$ cat src/rtl/vga_timing_gen_if.sv
// Pixel-side bundle of the VGA timing generator: pixel enable in, sync/DE/coords/strobes out.
// The generator takes the master view; renderers and the bench take the slave view.
interface vga_timing_gen_if #(parameter int CW = 11);
  logic          PIX_EN;
  logic          Hsync_sig;
  logic          Vsync_sig;
  logic          De_sig;
  logic [CW-1:0] X_add;
  logic [CW-1:0] Y_add;
  logic          Win_sig;
  logic [CW-1:0] Win_X;
  logic [CW-1:0] Win_Y;
  logic          Line_start;
  logic          Frame_start;

  modport master (
    input  PIX_EN,
    output Hsync_sig, Vsync_sig, De_sig, X_add, Y_add,
           Win_sig, Win_X, Win_Y, Line_start, Frame_start
  );

  modport slave (
    output PIX_EN,
    input  Hsync_sig, Vsync_sig, De_sig, X_add, Y_add,
           Win_sig, Win_X, Win_Y, Line_start, Frame_start
  );
endinterface

$ cat src/rtl/vga_timing_gen.sv
// Parametrised VGA timing generator: h/v counters plus registered sync, DE, pixel
// coordinates, sub-window coordinates and line/frame strobes, advancing on PIX_EN.
module vga_timing_gen #(
  parameter int CW     = 11,
  parameter int H_SYNC = 96,
  parameter int H_BP   = 48,
  parameter int H_ACT  = 640,
  parameter int H_FP   = 16,
  parameter int V_SYNC = 2,
  parameter int V_BP   = 33,
  parameter int V_ACT  = 480,
  parameter int V_FP   = 10,
  parameter bit H_POL  = 1'b0,
  parameter bit V_POL  = 1'b0,
  parameter int WIN_X0 = 0,
  parameter int WIN_Y0 = 0,
  parameter int WIN_W  = 640,
  parameter int WIN_H  = 480
) (
  input  logic               CLK_40M,
  input  logic               RSTn,
  vga_timing_gen_if.master   vga
);

  localparam int H_TOTAL = H_SYNC + H_BP + H_ACT + H_FP;
  localparam int V_TOTAL = V_SYNC + V_BP + V_ACT + V_FP;

  localparam logic [CW-1:0] H_SYNC_C = CW'(H_SYNC);
  localparam logic [CW-1:0] V_SYNC_C = CW'(V_SYNC);
  localparam logic [CW-1:0] HA0_C    = CW'(H_SYNC + H_BP);
  localparam logic [CW-1:0] VA0_C    = CW'(V_SYNC + V_BP);
  localparam logic [CW-1:0] H_ACT_C  = CW'(H_ACT);
  localparam logic [CW-1:0] V_ACT_C  = CW'(V_ACT);
  localparam logic [CW-1:0] H_LAST_C = CW'(H_TOTAL - 1);
  localparam logic [CW-1:0] V_LAST_C = CW'(V_TOTAL - 1);
  localparam logic [CW-1:0] WX0_C    = CW'(WIN_X0);
  localparam logic [CW-1:0] WY0_C    = CW'(WIN_Y0);
  localparam logic [CW-1:0] WIN_W_C  = CW'(WIN_W);
  localparam logic [CW-1:0] WIN_H_C  = CW'(WIN_H);

  if (H_TOTAL >= (1 << CW) || V_TOTAL >= (1 << CW)) begin : g_bad_cw
    $error("vga_timing_gen: CW too narrow for H_TOTAL/V_TOTAL");
  end
  if (WIN_X0 + WIN_W > H_ACT || WIN_Y0 + WIN_H > V_ACT) begin : g_bad_win
    $error("vga_timing_gen: window exceeds active area");
  end

  logic [CW-1:0] h_cnt_q, h_cnt_d, v_cnt_q, v_cnt_d;
  logic          hsync_q, hsync_d, vsync_q, vsync_d;
  logic          de_q, de_d, win_q, win_d;
  logic [CW-1:0] x_q, x_d, y_q, y_d, wx_q, wx_d, wy_q, wy_d;
  logic          line_start_q, line_start_d, frame_start_q, frame_start_d;

  logic [CW-1:0] x_rel, y_rel, wx_rel, wy_rel;
  logic          de_s, win_s;

  // Relative coordinates rely on unsigned wrap: a position left of / above an edge
  // becomes a huge value, so one "< width" compare tests both bounds.
  always_comb begin
    x_rel  = h_cnt_q - HA0_C;
    y_rel  = v_cnt_q - VA0_C;
    wx_rel = x_rel - WX0_C;
    wy_rel = y_rel - WY0_C;
    de_s   = (x_rel < H_ACT_C) && (y_rel < V_ACT_C);
    win_s  = de_s && (wx_rel < WIN_W_C) && (wy_rel < WIN_H_C);
  end

  // Counter next-state: h wraps at end of line, v steps only on h wrap.
  always_comb begin
    h_cnt_d = h_cnt_q;
    v_cnt_d = v_cnt_q;
    if (vga.PIX_EN) begin
      if (h_cnt_q == H_LAST_C) begin
        h_cnt_d = '0;
        if (v_cnt_q == V_LAST_C) begin
          v_cnt_d = '0;
        end else begin
          v_cnt_d = v_cnt_q + CW'(1);
        end
      end else begin
        h_cnt_d = h_cnt_q + CW'(1);
      end
    end else begin
      h_cnt_d = h_cnt_q;
      v_cnt_d = v_cnt_q;
    end
  end

  // Output next-state from the pre-increment counters; levels hold and strobes drop when idle.
  always_comb begin
    hsync_d       = hsync_q;
    vsync_d       = vsync_q;
    de_d          = de_q;
    x_d           = x_q;
    y_d           = y_q;
    win_d         = win_q;
    wx_d          = wx_q;
    wy_d          = wy_q;
    line_start_d  = 1'b0;
    frame_start_d = 1'b0;
    if (vga.PIX_EN) begin
      hsync_d       = (h_cnt_q < H_SYNC_C) ? H_POL : ~H_POL;
      vsync_d       = (v_cnt_q < V_SYNC_C) ? V_POL : ~V_POL;
      de_d          = de_s;
      x_d           = de_s ? x_rel : '0;
      y_d           = de_s ? y_rel : '0;
      win_d         = win_s;
      wx_d          = win_s ? wx_rel : '0;
      wy_d          = win_s ? wy_rel : '0;
      line_start_d  = (h_cnt_q == '0);
      frame_start_d = (h_cnt_q == '0) && (v_cnt_q == '0);
    end else begin
      line_start_d  = 1'b0;
      frame_start_d = 1'b0;
    end
  end

  // State and output registers.
  always_ff @(posedge CLK_40M or negedge RSTn) begin
    if (!RSTn) begin
      h_cnt_q       <= '0;
      v_cnt_q       <= '0;
      hsync_q       <= ~H_POL;
      vsync_q       <= ~V_POL;
      de_q          <= 1'b0;
      x_q           <= '0;
      y_q           <= '0;
      win_q         <= 1'b0;
      wx_q          <= '0;
      wy_q          <= '0;
      line_start_q  <= 1'b0;
      frame_start_q <= 1'b0;
    end else begin
      h_cnt_q       <= h_cnt_d;
      v_cnt_q       <= v_cnt_d;
      hsync_q       <= hsync_d;
      vsync_q       <= vsync_d;
      de_q          <= de_d;
      x_q           <= x_d;
      y_q           <= y_d;
      win_q         <= win_d;
      wx_q          <= wx_d;
      wy_q          <= wy_d;
      line_start_q  <= line_start_d;
      frame_start_q <= frame_start_d;
    end
  end

  assign vga.Hsync_sig   = hsync_q;
  assign vga.Vsync_sig   = vsync_q;
  assign vga.De_sig      = de_q;
  assign vga.X_add       = x_q;
  assign vga.Y_add       = y_q;
  assign vga.Win_sig     = win_q;
  assign vga.Win_X       = wx_q;
  assign vga.Win_Y       = wy_q;
  assign vga.Line_start  = line_start_q;
  assign vga.Frame_start = frame_start_q;

endmodule
$ cat src/flat_wrapper.sv
// flat-port wrapper written by rule: the top's interface ports become plain ports
module vga_timing_gen_flat 
#(
  parameter int CW     = 11,
  parameter int H_SYNC = 96,
  parameter int H_BP   = 48,
  parameter int H_ACT  = 640,
  parameter int H_FP   = 16,
  parameter int V_SYNC = 2,
  parameter int V_BP   = 33,
  parameter int V_ACT  = 480,
  parameter int V_FP   = 10,
  parameter bit H_POL  = 1'b0,
  parameter bit V_POL  = 1'b0,
  parameter int WIN_X0 = 0,
  parameter int WIN_Y0 = 0,
  parameter int WIN_W  = 640,
  parameter int WIN_H  = 480
)
  (CLK_40M, RSTn, vga_PIX_EN, vga_Hsync_sig, vga_Vsync_sig, vga_De_sig, vga_X_add, vga_Y_add, vga_Win_sig, vga_Win_X, vga_Win_Y, vga_Line_start, vga_Frame_start);
  vga_timing_gen_if #(.CW(CW)) vga_i ();
  input  logic CLK_40M;
  input  logic RSTn;
  input wire logic [$bits(vga_i.PIX_EN)-1:0] vga_PIX_EN;
  output wire logic [$bits(vga_i.Hsync_sig)-1:0] vga_Hsync_sig;
  output wire logic [$bits(vga_i.Vsync_sig)-1:0] vga_Vsync_sig;
  output wire logic [$bits(vga_i.De_sig)-1:0] vga_De_sig;
  output wire logic [$bits(vga_i.X_add)-1:0] vga_X_add;
  output wire logic [$bits(vga_i.Y_add)-1:0] vga_Y_add;
  output wire logic [$bits(vga_i.Win_sig)-1:0] vga_Win_sig;
  output wire logic [$bits(vga_i.Win_X)-1:0] vga_Win_X;
  output wire logic [$bits(vga_i.Win_Y)-1:0] vga_Win_Y;
  output wire logic [$bits(vga_i.Line_start)-1:0] vga_Line_start;
  output wire logic [$bits(vga_i.Frame_start)-1:0] vga_Frame_start;
  assign vga_i.PIX_EN = vga_PIX_EN;
  assign vga_Hsync_sig = vga_i.Hsync_sig;
  assign vga_Vsync_sig = vga_i.Vsync_sig;
  assign vga_De_sig = vga_i.De_sig;
  assign vga_X_add = vga_i.X_add;
  assign vga_Y_add = vga_i.Y_add;
  assign vga_Win_sig = vga_i.Win_sig;
  assign vga_Win_X = vga_i.Win_X;
  assign vga_Win_Y = vga_i.Win_Y;
  assign vga_Line_start = vga_i.Line_start;
  assign vga_Frame_start = vga_i.Frame_start;
  vga_timing_gen #(.CW(CW), .H_SYNC(H_SYNC), .H_BP(H_BP), .H_ACT(H_ACT), .H_FP(H_FP), .V_SYNC(V_SYNC), .V_BP(V_BP), .V_ACT(V_ACT), .V_FP(V_FP), .H_POL(H_POL), .V_POL(V_POL), .WIN_X0(WIN_X0), .WIN_Y0(WIN_Y0), .WIN_W(WIN_W), .WIN_H(WIN_H)) u_core (.CLK_40M(CLK_40M), .RSTn(RSTn), .vga(vga_i));
endmodule
$ cat config.mk
export PLATFORM = sky130hd
export DESIGN_NAME = vga_timing_gen_flat
export DESIGN_NICKNAME = d
export VERILOG_FILES = /design/src/rtl/vga_timing_gen_if.sv /design/src/rtl/vga_timing_gen.sv /design/src/flat_wrapper.sv
export SDC_FILE = /design/constraint.sdc
export NUM_CORES = 1
export LEC_CHECK = 0
export ABC_CLOCK_PERIOD_IN_PS = 5890
export CORE_MARGIN = 3
export CORE_UTILIZATION = 45
export CTS_BUF_LIST = sky130_fd_sc_hd__clkbuf_16
export DETAILED_ROUTE_END_ITERATION = 8
export PLACE_DENSITY = 0.7
export REMOVE_ABC_BUFFERS = 1
export SLEW_MARGIN = 10
export SYNTH_ARGS = -nofsm -noshare
export SYNTH_HDL_FRONTEND = slang
export SYNTH_SLANG_ARGS = --single-unit
$ cat constraint.sdc
create_clock -name CLK_40M -period 5.89 [get_ports CLK_40M]
set_clock_uncertainty 0.15 [all_clocks]
set_input_delay 1.178 -clock CLK_40M [delete_from_list [all_inputs] [get_ports CLK_40M]]
set_output_delay 1.178 -clock CLK_40M [all_outputs]
set_load 0.03 [all_outputs]
==> flow_summary.json <==
{
  "synth_seq_area_share_pct": 42.4,
  "critical_path.startpoint_type": "primary input",
  "r2r_start": "u_core.h_cnt_q[4]",
  "clk-insertion-delay-late_ns": 0.29,
  "cellPowerDensity_mw_per_mm2": 431,
  "status": "completed",
  "post-route-period-util_pct": 65.2,
  "power.share.switching_pct": 40.3,
  "criticalPathCategory": "primary input to flop",
  "drt-pass1-iter-count": 4,
  "startpoint": "vga_PIX_EN",
  "post_cts_resized": 0,
  "cp_max_fo": 21,
  "timing.reg2reg.setup_slack_ns": 2.66,
  "drt-total-wl_um": 6360,
  "place.gp.congestion": 0.801,
  "critical_path_required_ns": 5.91,
  "diodes_inserted": 0,
  "p_clk_share_pct": 21.7,
  "post-synth-top-area-cell": "sky130_fd_sc_hd__dfrtp_1",
  "yosys_warnings": 0,
  "syn-cell-area_mm2": 0.00296,
  "max_slew.worst_pin.slew_ns": 1.14,
  "ys_dominant_reg_cell": "sky130_fd_sc_hd__dfrtp_1",
  "ant_nets": 0,
  "num_vias": 2199,
  "fillers": 508,
  "fin_nets": 333,
  "drt_iter0_drc": 159,
  "yosysUniqueCellTypes": 52,
  "chipHeight_um": 87.0,
  "antenna_violations_before_repair": 0,
  "final-hold-violation-count": 0,
  "finalMaxSlewViolations": 0,
  "setup.worst_path.end": "u_core.vga.X_add[7]",
  "first_global_vias": 2156,
  "reg2reg_to": "u_core.vga.X_add[7]",
  "critical_path_arrival_ns": 3.86,
  "io_pins": 53,
  "final_layout_size_suffix_gt1_share_pct": 9.29,
  "vdd_ir_drop_max_v": 0.000237,
  "clk_transition_reported_paths_ns": 0.07,
  "std_cell_rows": 28,
  "timing.hold.worst_path_depth": 2,
  "timing.hold.worst.class": "flop to flop",
  "share_seq_of_total_power_pct": 33.4,
  "total_negative_slack_ns": 0,
  "dp.final_hpwl_um": 4520,
  "initial_core_util_pct": 48.2,
  "htreeDepth": 2,
  "number_of_enable_type_register_cells_in_the_synthesized_netlist": 0,
  "die_w_um": 87.0,
  "leakage_nw": 1.48,
  "crit_path_end_kind": "flop",
  "power_frac_comb_pct": 45.0,
  "postSynthRegisterBits": 50,
  "netlist_instances": 302,
  "avgRoutedWirePerCell_um": 16.0,
  "cts-buffers-inserted": 5,
  "finalSetupViolations": 0,
  "power.switching_mw": 0.608,
  "cell_internal_pwr_mw": 0.899,
  "core_mm2": 0.00613,
  "relSlewSlack_pct": 23.7,
  "port_buf_inserts": 52,
  "synth.top_cell.area_share_pct": 40.6,
  "cts-hold-fix-buffers": 0,
  "drc": 0,
  "rr_worst_depth": 7,
  "clock_tree.buffer_depth": 2,
  "postCtsSetupBuffers": 0,
  "async_reset_ff_share_pct": 100,
  "grt_start_max_net_pins": 51,
  "syn_area_per_cell_um2": 9.79,
  "power_mw": 1.51,
  "max_freq_mhz": 260,
  "tritoncts": "done",
  "max_cap_viol_count": 0,
  "synth.area.top_cells": "sky130_fd_sc_hd__dfrtp_1, sky130_fd_sc_hd__buf_4, sky130_fd_sc_hd__o41ai_2",
  "clock_sinks": 50,
  "final_min_period_ns": 3.84,
  "grt_use_total_pct": 18.2,
  "global_route.overflow_total": 0,
  "die_area_mm2": 0.00758,
  "setup_repair_after_global_routing_missed_its_margin": "false",
  "grt_first_pass_wirelength_um": 10900,
  "via_per_inst": 5.53,
  "clock-root-buffer": "sky130_fd_sc_hd__clkbuf_16",
  "area_growth_syn_to_layout_pct": 18.3
}
-- metal layers --
layer | vias to the layer above | global-route usage (%) | share of wire, %
met5 | - | 0 | 0
li1 | 1079 | - | -
met4 | 0 | 5.10 | 0.49
met3 | 4 | 2.84 | 5.0
met2 | 44 | 29.6 | 52
met1 | 1072 | 25.1 | 43
-- cells in the mapped netlist (all sizes together) (5+ instances only) --
master	instances
xnor2	15
nor3	10
nand2b	16
nand3	8
xor2	7
nand4	5
o32ai	6
o41ai	15
inv	17
dfrtp	48
ha	8
nor2	20
nand2	21
nor2b	6
clkbuf	12
o21ai	11
buf	30
-- flip-flops by register name (all words and copies together) (netlist names) --
| name | cells |
|---|---|
| u_core.vga.X_add | 5 |
| u_core.vga.Frame_start | 1 |
| u_core.vga.Win_Y | 2 |
| u_core.vga.Hsync_sig | 1 |
| u_core.vga.Line_start | 1 |
| u_core.h_cnt_q | 11 |
| u_core.vga.Win_X | 6 |
| u_core.v_cnt_q | 11 |
| u_core.vga.Y_add | 10 |
| u_core.vga.Win_sig | 1 |
| u_core.vga.Vsync_sig | 1 |
-- through the flow --
stage	area [um2]	setup slack (ns)	hold slack, ns	instances	util (%)
after floorplan	2700	3.17	0.326	260	-
after global routing	3500	1.74	0.393	398	57.0
final	3500	2.05	0.343	398	57.0
after CTS	3500	2.05	0.346	398	57.0
after detailed placement	3330	1.75	0.337	390	54.3
after global placement	3330	1.75	0.343	390	54.3
-- cell usage in the layout, fill, tap and decap left out, types with 2 or more instances in the layout --
cell type,netlist,routed
sky130_fd_sc_hd__a21oi_1,4,4
sky130_fd_sc_hd__mux2i_1,3,3
sky130_fd_sc_hd__o32ai_1,5,5
sky130_fd_sc_hd__o41ai_1,6,6
sky130_fd_sc_hd__clkdlybuf4s50_1,0,51
sky130_fd_sc_hd__xor2_1,7,7
sky130_fd_sc_hd__dfstp_2,2,2
sky130_fd_sc_hd__nor4_1,3,3
sky130_fd_sc_hd__nor2_1,20,20
sky130_fd_sc_hd__dfrtp_1,48,48
sky130_fd_sc_hd__nand2b_1,16,16
sky130_fd_sc_hd__or2_2,2,2
sky130_fd_sc_hd__nor3_1,10,10
sky130_fd_sc_hd__nand4_1,5,5
sky130_fd_sc_hd__o21ai_0,11,11
sky130_fd_sc_hd__or3_1,3,3
sky130_fd_sc_hd__xnor2_1,15,15
sky130_fd_sc_hd__ha_1,8,8
sky130_fd_sc_hd__o31a_1,2,2
sky130_fd_sc_hd__clkbuf_16,0,5
sky130_fd_sc_hd__nor2b_1,6,6
sky130_fd_sc_hd__and3_1,2,2
sky130_fd_sc_hd__nand2_1,21,21
sky130_fd_sc_hd__o41ai_2,9,9
sky130_fd_sc_hd__buf_4,22,3
sky130_fd_sc_hd__nand3_1,8,8
sky130_fd_sc_hd__a31oi_1,3,3
sky130_fd_sc_hd__or4_1,3,3
sky130_fd_sc_hd__clkinvlp_4,0,2
sky130_fd_sc_hd__inv_1,17,17
-- cell families after synthesis --
group,synth area share (%)
fa+ha+maj,3.39
flops,42.4
buf+inv,11.0
xor+xnor,6.52
compound gates,15.6
simple gates,19.7
mux,1.40
-- area by class of cell --
class / instances / area, um2 / share of cell area, %
multi-input combinational: 193 / 1380 / 39.4
sequential: 50 / 1250 / 35.8
timing repair buffer: 55 / 538 / 15.4
clock buffer: 5 / 125 / 3.58
tap: 75 / 93.8 / 2.68
inverter: 17 / 63.8 / 1.82
clock inverter: 3 / 45.0 / 1.29
-- how the worst min path moves through the flow --
stage	from	endpoint	slack, ns
floorplan	u_core.v_cnt_q[10]	u_core.v_cnt_q[10]	0.33
global placement	u_core.vga.Vsync_sig	u_core.vga.Vsync_sig	0.34
detailed placement	u_core.vga.Vsync_sig	u_core.vga.Vsync_sig	0.34
CTS	u_core.vga.Vsync_sig	u_core.vga.Vsync_sig	0.35
global route	u_core.vga.X_add[9]	u_core.vga.X_add[9]	0.39
finish	u_core.vga.Vsync_sig	u_core.vga.Vsync_sig	0.34
-- power by group through the flow --
stage / combinational [mW] / sequential (mW) / clock, mW
after floorplan: 0.221 / 0.686 / 0
after global placement: 0.677 / 0.508 / 0
after detailed placement: 0.682 / 0.512 / 0
after CTS: 0.684 / 0.505 / 0.335
after global routing: 0.725 / 0.517 / 0.352
final: 0.678 / 0.503 / 0.327
-- critical path, stage by stage --
cell,delay (ns)
sky130_fd_sc_hd__clkdlybuf4s50_1,0.88
sky130_fd_sc_hd__o21ai_0,0.17
sky130_fd_sc_hd__nand4b_1,1.00
sky130_fd_sc_hd__o41ai_1,0.62
Note: power is estimated with default switching activity, not from simulation.
